## src/rtl/uart_rx_param.sv

```systemverilog
// Parametrised UART receiver: configurable data width, parity and stop bits,
// with a two-flop input synchroniser, false-start rejection and error flags.
module uart_rx_param #(
  parameter int CLKS_PER_BIT = 434,
  parameter int DATA_BITS    = 8,
  parameter int PARITY       = 0,
  parameter int STOP_BITS    = 1
) (
  input  logic                 clock,
  input  logic                 reset_n,
  input  logic                 serial_in,
  output logic [DATA_BITS-1:0] o_Byte,
  output logic                 o_done,
  output logic                 o_parity_err,
  output logic                 o_frame_err,
  output logic                 o_busy
);

  localparam int TW = $clog2(CLKS_PER_BIT);
  localparam int BW = $clog2(DATA_BITS);

  localparam logic [TW-1:0] TICK_HALF  = TW'(CLKS_PER_BIT / 2 - 1);
  localparam logic [TW-1:0] TICK_LAST  = TW'(CLKS_PER_BIT - 1);
  localparam logic [BW-1:0] DATA_LAST  = BW'(DATA_BITS - 1);
  localparam logic [BW-1:0] STOP_LAST  = BW'(STOP_BITS - 1);
  localparam logic          ODD_PARITY = (PARITY == 1);

  typedef enum logic [2:0] {
    S_IDLE,
    S_START,
    S_DATA,
    S_PARITY,
    S_STOP,
    S_WAIT_IDLE
  } state_t;

  state_t                 state_q, state_d;
  logic [1:0]             sync_q;
  logic                   rx_s;
  logic [TW-1:0]          tick_q, tick_d;
  logic [BW-1:0]          bit_q, bit_d;
  logic [DATA_BITS-1:0]   shift_q, shift_d;
  logic                   perr_q, perr_d;
  logic                   ferr_q, ferr_d;
  logic [DATA_BITS-1:0]   byte_d;
  logic                   done_d, perr_out_d, ferr_out_d;
  logic                   stop_bad;

  assign rx_s   = sync_q[1];
  assign o_busy = (state_q != S_IDLE);

  // NOTE: every always_comb output gets a default before the case, so no
  // path can leave a variable unassigned and infer a latch.
  always_comb begin
    state_d    = state_q;
    tick_d     = tick_q + TW'(1);
    bit_d      = bit_q;
    shift_d    = shift_q;
    perr_d     = perr_q;
    ferr_d     = ferr_q;
    byte_d     = o_Byte;
    done_d     = 1'b0;
    perr_out_d = o_parity_err;
    ferr_out_d = o_frame_err;
    stop_bad   = ferr_q | ~rx_s;

    case (state_q)
      S_IDLE: begin
        tick_d = '0;
        if (!rx_s) state_d = S_START;
      end
      S_START: begin
        if (tick_q == TICK_HALF) begin
          tick_d = '0;
          bit_d  = '0;
          perr_d = 1'b0;
          ferr_d = 1'b0;
          // A line that is high again at mid-start was only a glitch.
          state_d = rx_s ? S_IDLE : S_DATA;
        end
      end
      S_DATA: begin
        if (tick_q == TICK_LAST) begin
          tick_d  = '0;
          shift_d = {rx_s, shift_q[DATA_BITS-1:1]};
          if (bit_q == DATA_LAST) begin
            bit_d   = '0;
            state_d = (PARITY != 0) ? S_PARITY : S_STOP;
          end else begin
            bit_d = bit_q + BW'(1);
          end
        end
      end
      S_PARITY: begin
        if (tick_q == TICK_LAST) begin
          tick_d  = '0;
          perr_d  = ((^shift_q) ^ rx_s) != ODD_PARITY;
          state_d = S_STOP;
        end
      end
      S_STOP: begin
        if (tick_q == TICK_LAST) begin
          tick_d = '0;
          if (bit_q == STOP_LAST) begin
            bit_d      = '0;
            byte_d     = shift_q;
            done_d     = 1'b1;
            perr_out_d = perr_q;
            ferr_out_d = stop_bad;
            // A line still low here is a break; wait for idle before re-arming.
            state_d    = rx_s ? S_IDLE : S_WAIT_IDLE;
          end else begin
            bit_d  = bit_q + BW'(1);
            ferr_d = stop_bad;
          end
        end
      end
      S_WAIT_IDLE: begin
        tick_d = '0;
        if (rx_s) state_d = S_IDLE;
      end
      default: begin
        tick_d  = '0;
        state_d = S_IDLE;
      end
    endcase
  end

  // NOTE: sequential state uses non-blocking assignments so every flop
  // samples the pre-edge values regardless of statement order.
  always_ff @(posedge clock) begin
    if (!reset_n) begin
      state_q      <= S_IDLE;
      sync_q       <= 2'b11;
      tick_q       <= '0;
      bit_q        <= '0;
      shift_q      <= '0;
      perr_q       <= 1'b0;
      ferr_q       <= 1'b0;
      o_Byte       <= '0;
      o_done       <= 1'b0;
      o_parity_err <= 1'b0;
      o_frame_err  <= 1'b0;
    end else begin
      state_q      <= state_d;
      sync_q       <= {sync_q[0], serial_in};
      tick_q       <= tick_d;
      bit_q        <= bit_d;
      shift_q      <= shift_d;
      perr_q       <= perr_d;
      ferr_q       <= ferr_d;
      o_Byte       <= byte_d;
      o_done       <= done_d;
      o_parity_err <= perr_out_d;
      o_frame_err  <= ferr_out_d;
    end
  end

endmodule

```

## config.mk

```make
export PLATFORM = sky130hd
export DESIGN_NAME = uart_rx_param
export DESIGN_NICKNAME = d
export VERILOG_FILES = /design/src/rtl/uart_rx_param.sv
export SDC_FILE = /design/constraint.sdc
export NUM_CORES = 1
export LEC_CHECK = 0
export ABC_AREA = 1
export ABC_CLOCK_PERIOD_IN_PS = 2100
export CORE_ASPECT_RATIO = 0.5
export CORE_UTILIZATION = 55
export DETAILED_ROUTE_END_ITERATION = 12
export GPL_TIMING_DRIVEN = 0
export HOLD_SLACK_MARGIN = 0.03
export PLACE_DENSITY = 0.82
export SYNTH_ARGS = -nofsm -noshare
export SYNTH_HDL_FRONTEND = slang
export SYNTH_SLANG_ARGS = --single-unit
```

## constraint.sdc

```tcl
create_clock -name clock -period 2.1 [get_ports clock]
set_clock_uncertainty 0.1 [all_clocks]
set_input_delay 0.42 -clock clock [delete_from_list [all_inputs] [get_ports clock]]
set_output_delay 0.42 -clock clock [all_outputs]
set_load 0.02 [all_outputs]
```

==> results of run 1 <==
==> area by class of cell <==
class / instances / area (sq um)
buffer: 6 / 42.5
clock buffer: 6 / 82.6
clock inverter: 1 / 30.0
fill: 264 / 955
inverter: 34 / 128
multi-input combinational: 174 / 885
sequential: 38 / 761
tap: 40 / 50.0
timing repair buffer: 13 / 133
==> sequential cells by signal (all words and copies together), names as in the netlist <==
| register | count |
|---|---|
| o_done | 1 |
| shift_q | 8 |
| o_frame_err | 1 |
| state_q | 3 |
| sync_q | 2 |
| o_parity_err | 1 |
| tick_q | 9 |
| perr_q | 1 |
| ferr_q | 1 |
| bit_q | 3 |
| o_Byte | 8 |
==> routing by layer <==
layer	global-route usage, %	part of all wire (%)	vias up
li1	-	-	848
met1	26.8	48	743
met2	38.5	45	44
met3	6.30	6.0	5
met4	10.0	0.73	0
met5	0	0	-
==> stage by stage <==
step | setup WS [ns] | hold slack (ns) | cells | power, W | util (%)
after global placement | 0.376 | 0.296 | 305 | 0.00159 | 65.1
after detailed placement | 0.348 | 0.305 | 305 | 0.00162 | 65.1
after floorplan | 0.623 | 0.293 | 252 | 0.00145 | -
final | 0.334 | 0.316 | 312 | 0.00224 | 68.9
after global routing | 0.232 | 0.343 | 312 | 0.00239 | 68.9
after CTS | 0.0158 | 0.321 | 312 | 0.00225 | 68.8
==> repair_timing <==
action	4_1_cts	5_1_grt
resized for setup	0	1
endpoints found under the setup margin	0	1
setup buffers	0	0
==> logic make-up after synthesis <==
group | synth area share, %
flip-flops | 41.9
buffers and inverters | 9.37
adder cells (fa/ha/maj) | 4.13
XOR/XNOR | 1.93
AND/OR/NAND/NOR | 28.5
AO/OA/AOI/OAI | 14.2
==> worst min path at each step <==
stage,from,to,cells after the start
floorplan,sync_q[0],sync_q[1],1
detailed placement,sync_q[0],sync_q[1],1
global route,sync_q[0],sync_q[1],1
finish,sync_q[0],sync_q[1],1
CTS,sync_q[0],sync_q[1],1
global placement,sync_q[0],sync_q[1],1
==> layout by cell type (no fill, tap or decap), types with 3 or more instances in the layout <==
master / n
dfxtp_1: 38
nand3_1: 12
a21oi_1: 22
o21ai_0: 22
ha_1: 6
inv_1: 34
nor2_1: 26
nor3b_1: 3
clkdlybuf4s50_1: 12
xnor2_1: 3
nand2_1: 60
nor3_1: 3
clkbuf_8: 6
==> power groups by stage <==
stage,clock network [W],logic [W],registers [W]
floorplan,0,0.000611,0.000841
global placement,0,0.000739,0.000849
detailed placement,0,0.000767,0.000853
CTS,0.000642,0.000772,0.000838
global route,0.000663,0.000879,0.000849
finish,0.000634,0.000771,0.000838
==> flow_summary.ini, run 1 <==
[place]
place_congestion = 0.815
place_hpwl_um = 2670
postPlaceCellArea_sq_um = 2000
portBuffers = 13

[sta]
max_freq_mhz = 566
tightest_slew_ns = 0.371
final-setup-viol-count = 0
grt_setup_unrepaired = no
finalCritPeriodShare_pct = 84.1
hold_violations = 0
slew_headroom_pct = 75.3
fin_tns_setup_ns = 0
fin_crit_ns = 1.77
drv_slew = 0

[cts]
cts_root_buf = clkbuf_8
ctsLongestPathBuffers = 2
postCtsHoldBufs = 0
clk_pin_slew_ns = 0.07
cts_htree_levels = 2
cts_inserted_buffers = 5
clk_latency_ns = 0.30
cts_sinks = 38
cts_tree = done

[route]
firstDrtPassIters = 4
antenna_left = 0
routed_via_density = 5.26
drtIter0Drc = 76
route.detailed.drc = 0
wl_per_cell_um = 11.9
via_count = 1640
wl_um = 3710

[yosys]
ys_seq_area_share_pct = 41.9
synth_cell_types = 29
synth_ff_type = dfxtp_1
synth_most_common_cell = nand2_1
synth_cells = 252
synth-edff-count = 0
yosys_warnings = 0
syn-num-nets = 261
synth_top_area_share_pct = 41.9
syn_area_sq_um = 1820
syn_area_per_cell_sq_um = 7.20
synthArstFlopShare_pct = 0
synth_top_area_cell = dfxtp_1
synth_seq_cells = 38
synth.top_cells.by_area = dfxtp_1 42%, nand2_1 12%, inv_1 7.0%
synthTopCellsByCount = 60 x nand2_1, 38 x dfxtp_1, 34 x inv_1

[worst_setup_path]
path_buf_inv = 1
crit_cells = 1
crit_end = o_parity_err
startpoint = o_parity_err
r2r_slack_ns = 0.36
crit-reg2reg-launch = tick_q[0]
path_max_fanout = 2
slowest_delay_ns = 0.61
crit_path_top_delay_cell = clkdlybuf4s50_1
crit_arrival_ns = 1.25
cp-end-kind = output pin
cpLargestDelayFamily = buffers and inverters
rr_endpoint = shift_q[7]
worstSetupStartpointType = flop
crit_type = flop to output pin
r2r_cells = 7
critPathRequiredTime_ns = 1.58
path_cells = clkdlybuf4s50_1

[global_route]
grt_pass1_vias = 1466
track_usage_pct = 22.5
grt_max_degree = 12
grt_pass1_wl_um = 6160
grt_overflow_total = 0
antenna_found_initial = 0

[pwr]
power_frac_clock_pct = 28.3
leakagePower_nw = 0.919
p_per_area_nw_per_um2 = 1060
p_switching_w = 0.000819
power.internal_w = 0.00142
p_sw_share_pct = 36.5
pwr-share-comb_pct = 34.4
p_seq_share_pct = 37.4
irDropWorstVdd_v = 0.000576

[die]
start_util_pct = 59.2
die_h_um = 42.6
rows = 14
fp.dieArea_sq_um = 3550
die_w_um = 83.3
io_pins = 15
core_sq_um = 3070

[cells_and_area]
final_cell_area_sq_um = 2110
final_nets = 281
drive_above_1_share_pct = 7.35
area_growth_pct = 16.3
num_antenna_cells = 0

[status]
status = complete, no violations

[min_path]
hp-class = flop to flop

[job]
cap_violations = 0
Note: power is estimated with default switching activity, not from simulation.
==> run 2: changes to the inputs <==
--- a/config.mk
+++ b/config.mk
@@ -6,7 +6,7 @@
 export NUM_CORES = 1
 export LEC_CHECK = 0
 export ABC_AREA = 1
-export ABC_CLOCK_PERIOD_IN_PS = 2100
+export ABC_CLOCK_PERIOD_IN_PS = 1800
 export CORE_ASPECT_RATIO = 0.5
 export CORE_UTILIZATION = 55
 export DETAILED_ROUTE_END_ITERATION = 12
==> constraint.sdc (replaced) <==
create_clock -name clock -period 1.8 [get_ports clock]
set_clock_uncertainty 0.1 [all_clocks]
set_input_delay 0.36 -clock clock [delete_from_list [all_inputs] [get_ports clock]]
set_output_delay 0.36 -clock clock [all_outputs]
set_load 0.02 [all_outputs]
==> run 2 against run 1 <==
Against the previous run:
- total power rose by 17%
- flip-flop and latch count is the same
- routed wire length up 0.94%
- critical path type unchanged
==> flow_summary.ini, run 2 (synthesized netlist as in run 1, its figures left out) <==
[die]
io_pins = 15
core_sq_um = 3070
start_util_pct = 59.2
die_w_um = 83.3
die_h_um = 42.6
rows = 14
fp.dieArea_sq_um = 3550

[cts]
cts_tree = done
postCtsHoldBufs = 0
clk_latency_ns = 0.29
ctsLongestPathBuffers = 2
cts_inserted_buffers = 5
cts_root_buf = clkbuf_8
cts_htree_levels = 2
clk_pin_slew_ns = 0.07
cts_sinks = 38

[worst_setup_path]
startpoint = o_parity_err
path_cells = clkdlybuf4s50_1
worstSetupStartpointType = flop
crit_arrival_ns = 1.25
path_max_fanout = 2
rr_endpoint = shift_q[7]
path_buf_inv = 1
cp-end-kind = output pin
crit_type = flop to output pin
crit-reg2reg-launch = state_q[2]
crit_end = o_parity_err
crit_cells = 1
crit_path_top_delay_cell = clkdlybuf4s50_1
slowest_delay_ns = 0.62
critPathRequiredTime_ns = 1.34
r2r_cells = 7
cpLargestDelayFamily = buffers and inverters
r2r_slack_ns = 0.10

[global_route]
grt_overflow_total = 0
grt_pass1_vias = 1466
grt_max_degree = 12
track_usage_pct = 22.5
antenna_found_initial = 0
grt_pass1_wl_um = 6160

[place]
portBuffers = 13
place_congestion = 0.815
place_ws_ns = 0.0891
place_hpwl_um = 2670

[route]
wl_um = 3740
routed_via_density = 5.22
drtIter0Drc = 116
via_count = 1640
antenna_left = 0
route.detailed.drc = 0
wl_per_cell_um = 11.9
firstDrtPassIters = 4

[sta]
slew_headroom_pct = 74.9
max_freq_mhz = 586
tightest_slew_ns = 0.376
hold_violations = 0
fin_crit_ns = 1.71
worst_slack_ns = 0.0930
finalCritPeriodShare_pct = 94.8
drv_slew = 0
final-setup-viol-count = 0
grt_setup_unrepaired = no
hold_slack_ns = 0.317
fin_tns_setup_ns = 0

[cells_and_area]
largest_register_ffs = 9
area_growth_pct = 17.2
num_antenna_cells = 0
mostFrequentLayoutCells = 59 x nand2_1, 37 x dfxtp_1, 34 x inv_1, 26 x nor2_1
drive_above_1_share_pct = 9.49
regMostFlops = tick_q
final_common_cell = nand2_1
largest_registers = tick_q (9), o_Byte (8), shift_q (8)
final_nets = 283

[status]
status = complete, no violations

[min_path]
hp-class = flop to flop

[pwr]
leakagePower_nw = 0.919
p_per_area_nw_per_um2 = 1230
irDropWorstVdd_v = 0.000607

[job]
cap_violations = 0
[run 2: cell types whose count changed in the layout (fill, tap and decap cells not counted), sizes merged]
| cell | change |
|---|---|
| clkbuf | +1 |
| buf | +2 |
| dlymetal6s2s | -1 |
[run 2: cell type report]
| class | count | area, sq um |
|---|---|---|
| clock inverters | 1 | 30.0 |
| flip-flops and latches | 38 | 762 |
| multi-input cells | 174 | 892 |
| fillers | 264 | 938 |
| inverters | 34 | 128 |
| well taps | 40 | 50.0 |
| clock buffers | 6 | 82.6 |
| repair buffers | 15 | 140 |
| plain buffers | 6 | 42.5 |
[run 2: stage by stage]
stage / utilization, % / area (sq um) / power, W / std cells
4_1_cts: 68.7 / 2110 / 0.00261 / 312
6_report: 69.4 / 2130 / 0.00262 / 314
3_3_place_gp: 65.1 / 2000 / 0.00185 / 305
2_1_floorplan: - / 1820 / 0.00169 / 252
3_5_place_dp: 65.1 / 2000 / 0.00189 / 305
5_1_grt: 69.4 / 2130 / 0.00280 / 314
[run 2: how the worst min path moves through the flow]
stage	slack [ns]	startpoint	depth (start not counted)	to
final	0.32	sync_q[0]	1	sync_q[1]
after detailed placement	0.30	sync_q[0]	1	sync_q[1]
after floorplan	0.29	sync_q[0]	1	sync_q[1]
after global placement	0.30	sync_q[0]	1	sync_q[1]
after global routing	0.34	sync_q[0]	1	sync_q[1]
after CTS	0.32	sync_q[0]	1	sync_q[1]
[run 2: what timing repair did]
item | in CTS | in global routing
cloned | 0 | 0
gates resized for setup | 1 | 5
setup endpoints to repair | 1 | 8
pin swaps | 0 | 1
setup buffers | 0 | 2
hold endpoints to repair | 0 | 0
[run 2: layer usage]
metal	GRT usage [%]	wire length, um
met1	26.8	1790
met2	38.5	1780
met3	6.30	179
met4	10.0	0
met5	0	0
[run 2: worst register-to-register path, stage by stage (launching register included)]
cell and delay (ns):
dfxtp_1 0.36, inv_1 0.13, nand3_1 0.16, inv_1 0.12, nand4_1 0.24, buf_2 0.27
o21ai_0 0.17, a21oi_1 0.05
[run 2: power breakdown]
group          switching (W)  internal, W  total, W  leakage [nW]
logic               0.000614     0.000291  0.000905         0.554
registers          0.0000621     0.000920  0.000982         0.308
clock network       0.000292     0.000443  0.000735        0.0573
==> run 3: changes to the inputs <==
--- a/config.mk
+++ b/config.mk
@@ -8,11 +8,11 @@
 export ABC_AREA = 1
 export ABC_CLOCK_PERIOD_IN_PS = 1800
 export CORE_ASPECT_RATIO = 0.5
-export CORE_UTILIZATION = 55
+export CORE_UTILIZATION = 30
 export DETAILED_ROUTE_END_ITERATION = 12
 export GPL_TIMING_DRIVEN = 0
 export HOLD_SLACK_MARGIN = 0.03
-export PLACE_DENSITY = 0.82
+export PLACE_DENSITY = 0.53
 export SYNTH_ARGS = -nofsm -noshare
 export SYNTH_HDL_FRONTEND = slang
 export SYNTH_SLANG_ARGS = --single-unit
==> run 3 against run 2 <==
Against the previous run:
- clock power increased by 20%
- non-clock buffer count shrank 1
- sequential power hardly changed
- critical path depth did not move
- total power increased by 6.0%
- combinational power up 1%
- via count down 3.0%
- first-iteration DRC count fell by 21%
- routed wire length increased by 3.5%
- register-to-register slack better by 0.08 ns
- die area grew 80%
==> flow_summary.ini, run 3 (synthesized netlist as in run 1, its figures left out) <==
[global_route]
use_met3_pct = 3.93
met2_usage_pct = 21.3
grt-busiest-layer = met2
grt_overflow_total = 0
track_usage_pct = 13.6
grt_util_met1_pct = 17.5
grt_pass1_wl_um = 6690
antenna_found_initial = 0
grt_max_degree = 12
grt_pass1_vias = 1483

[place]
portBuffers = 13
place_hpwl_um = 2770
dp_cells = 338
place_congestion = 0.755

[sta]
max_freq_mhz = 597
fin_crit_ns = 1.68
tightest_slew_ns = 0.369
grt_setup_unrepaired = no
finalCritPeriodShare_pct = 93.1
slew_headroom_pct = 75.4
drv_slew = 0
fin_tns_setup_ns = 0
final-setup-viol-count = 0
hold_violations = 0

[die]
start_util_pct = 32.1
io_pins = 15
die_w_um = 112
fp.dieArea_sq_um = 6390
core_sq_um = 5660
die_h_um = 57.0
rows = 19

[cells_and_area]
final_common_cell = nand2_1
largest_registers = tick_q (9), o_Byte (8), shift_q (8)
drive_above_1_share_pct = 9.49
num_antenna_cells = 0
fin_cells = 347
regMostFlops = tick_q
num-fill-cells = 608
mostFrequentLayoutCells = 58 x nand2_1, 38 x dfxtp_1, 34 x inv_1, 26 x nor2_1
area_growth_pct = 21.3
largest_register_ffs = 9
final_nets = 282

[min_path]
hp-class = flop to flop
hold_start = sync_q[0]

[worst_setup_path]
path_buf_inv = 1
cp-end-kind = output pin
crit_type = flop to output pin
cpLargestDelayFamily = buffers and inverters
crit_arrival_ns = 1.22
critPathRequiredTime_ns = 1.34
slowest_delay_ns = 0.60
crit_path_top_delay_cell = clkdlybuf4s50_1
path_max_fanout = 2
worstSetupStartpointType = flop
path_cells = clkdlybuf4s50_1
startpoint = o_frame_err
crit-reg2reg-launch = state_q[2]

[route]
wl_um = 3870
routed_via_density = 4.58
drtIter0Drc = 92
firstDrtPassIters = 4
wl_per_cell_um = 11.2
route.detailed.drc = 0
antenna_left = 0
via_count = 1590

[job]
cap_violations = 0

[cts]
cts_sinks = 38
cts_htree_levels = 2
cts_tree = done
clk_pin_slew_ns = 0.06
clk_latency_ns = 0.28
ctsLongestPathBuffers = 2
cts_root_buf = clkbuf_16
cts_inserted_buffers = 5

[pwr]
power_w = 0.00278
p_per_area_nw_per_um2 = 1260
leakagePower_nw = 0.932
irDropWorstVdd_v = 0.000462

[status]
status = complete, no violations
[run 3: layer usage]
layer	up-vias	share of wire, %
li1	852	-
met1	710	51
met2	21	43
met3	7	4.0
met4	0	1.6
met5	-	0
[run 3: power by group]
group	internal (W)	total, W	switching (W)
combinational	0.000294	0.000915	0.000622
sequential	0.000920	0.000981	0.0000608
clock	0.000549	0.000883	0.000334
[run 3: cell type report]
| type | instances | area [sq um] | share of cell area (%) |
|---|---|---|---|
| Buffer | 6 | 42.5 | 1.93 |
| Tap cell | 73 | 91.3 | 4.15 |
| Multi-Input combinational cell | 174 | 900 | 40.9 |
| Inverter | 34 | 128 | 5.80 |
| Sequential cell | 38 | 761 | 34.5 |
| Timing Repair Buffer | 14 | 133 | 6.02 |
| Clock inverter | 1 | 5.00 | 0.227 |
| Clock buffer | 7 | 143 | 6.48 |
[run 3: final timing paths]
| kind | end | slack, ns | depth (start not counted) |
|---|---|---|---|
| setup / recovery | o_frame_err | 0.12 | 1 |
| hold / removal | sync_q[1] | 0.31 | 1 |
| setup reg to reg | shift_q[7] | 0.18 | 7 |
| hold reg to reg | sync_q[1] | 0.31 | 1 |
[run 3: worst reg2reg max path: stages (launching register included)]
cell	delay, ns
dfxtp_1	0.36
inv_1	0.14
nand3_1	0.16
inv_1	0.11
nand4_1	0.19
buf_2	0.25
o21ai_0	0.16
a21oi_1	0.05
[run 3: per-stage QoR]
step	instance area [sq um]	setup WS (ns)	util (%)	hold slack [ns]
finish	2200	0.124	38.9	0.315
global route	2200	0.0127	38.9	0.321
CTS	2180	0.0332	38.6	0.318
detailed placement	2040	0.0642	36.0	0.304
global placement	2040	0.0582	36.0	0.304
floorplan	1820	0.323	-	0.293
[run 3: what timing repair did]
action	CTS	global route
hold buffers	0	0
pin swaps	0	1
endpoints found under the setup margin	1	13
endpoints found under the hold margin	0	0
setup buffers	0	1
gates resized for setup	1	6
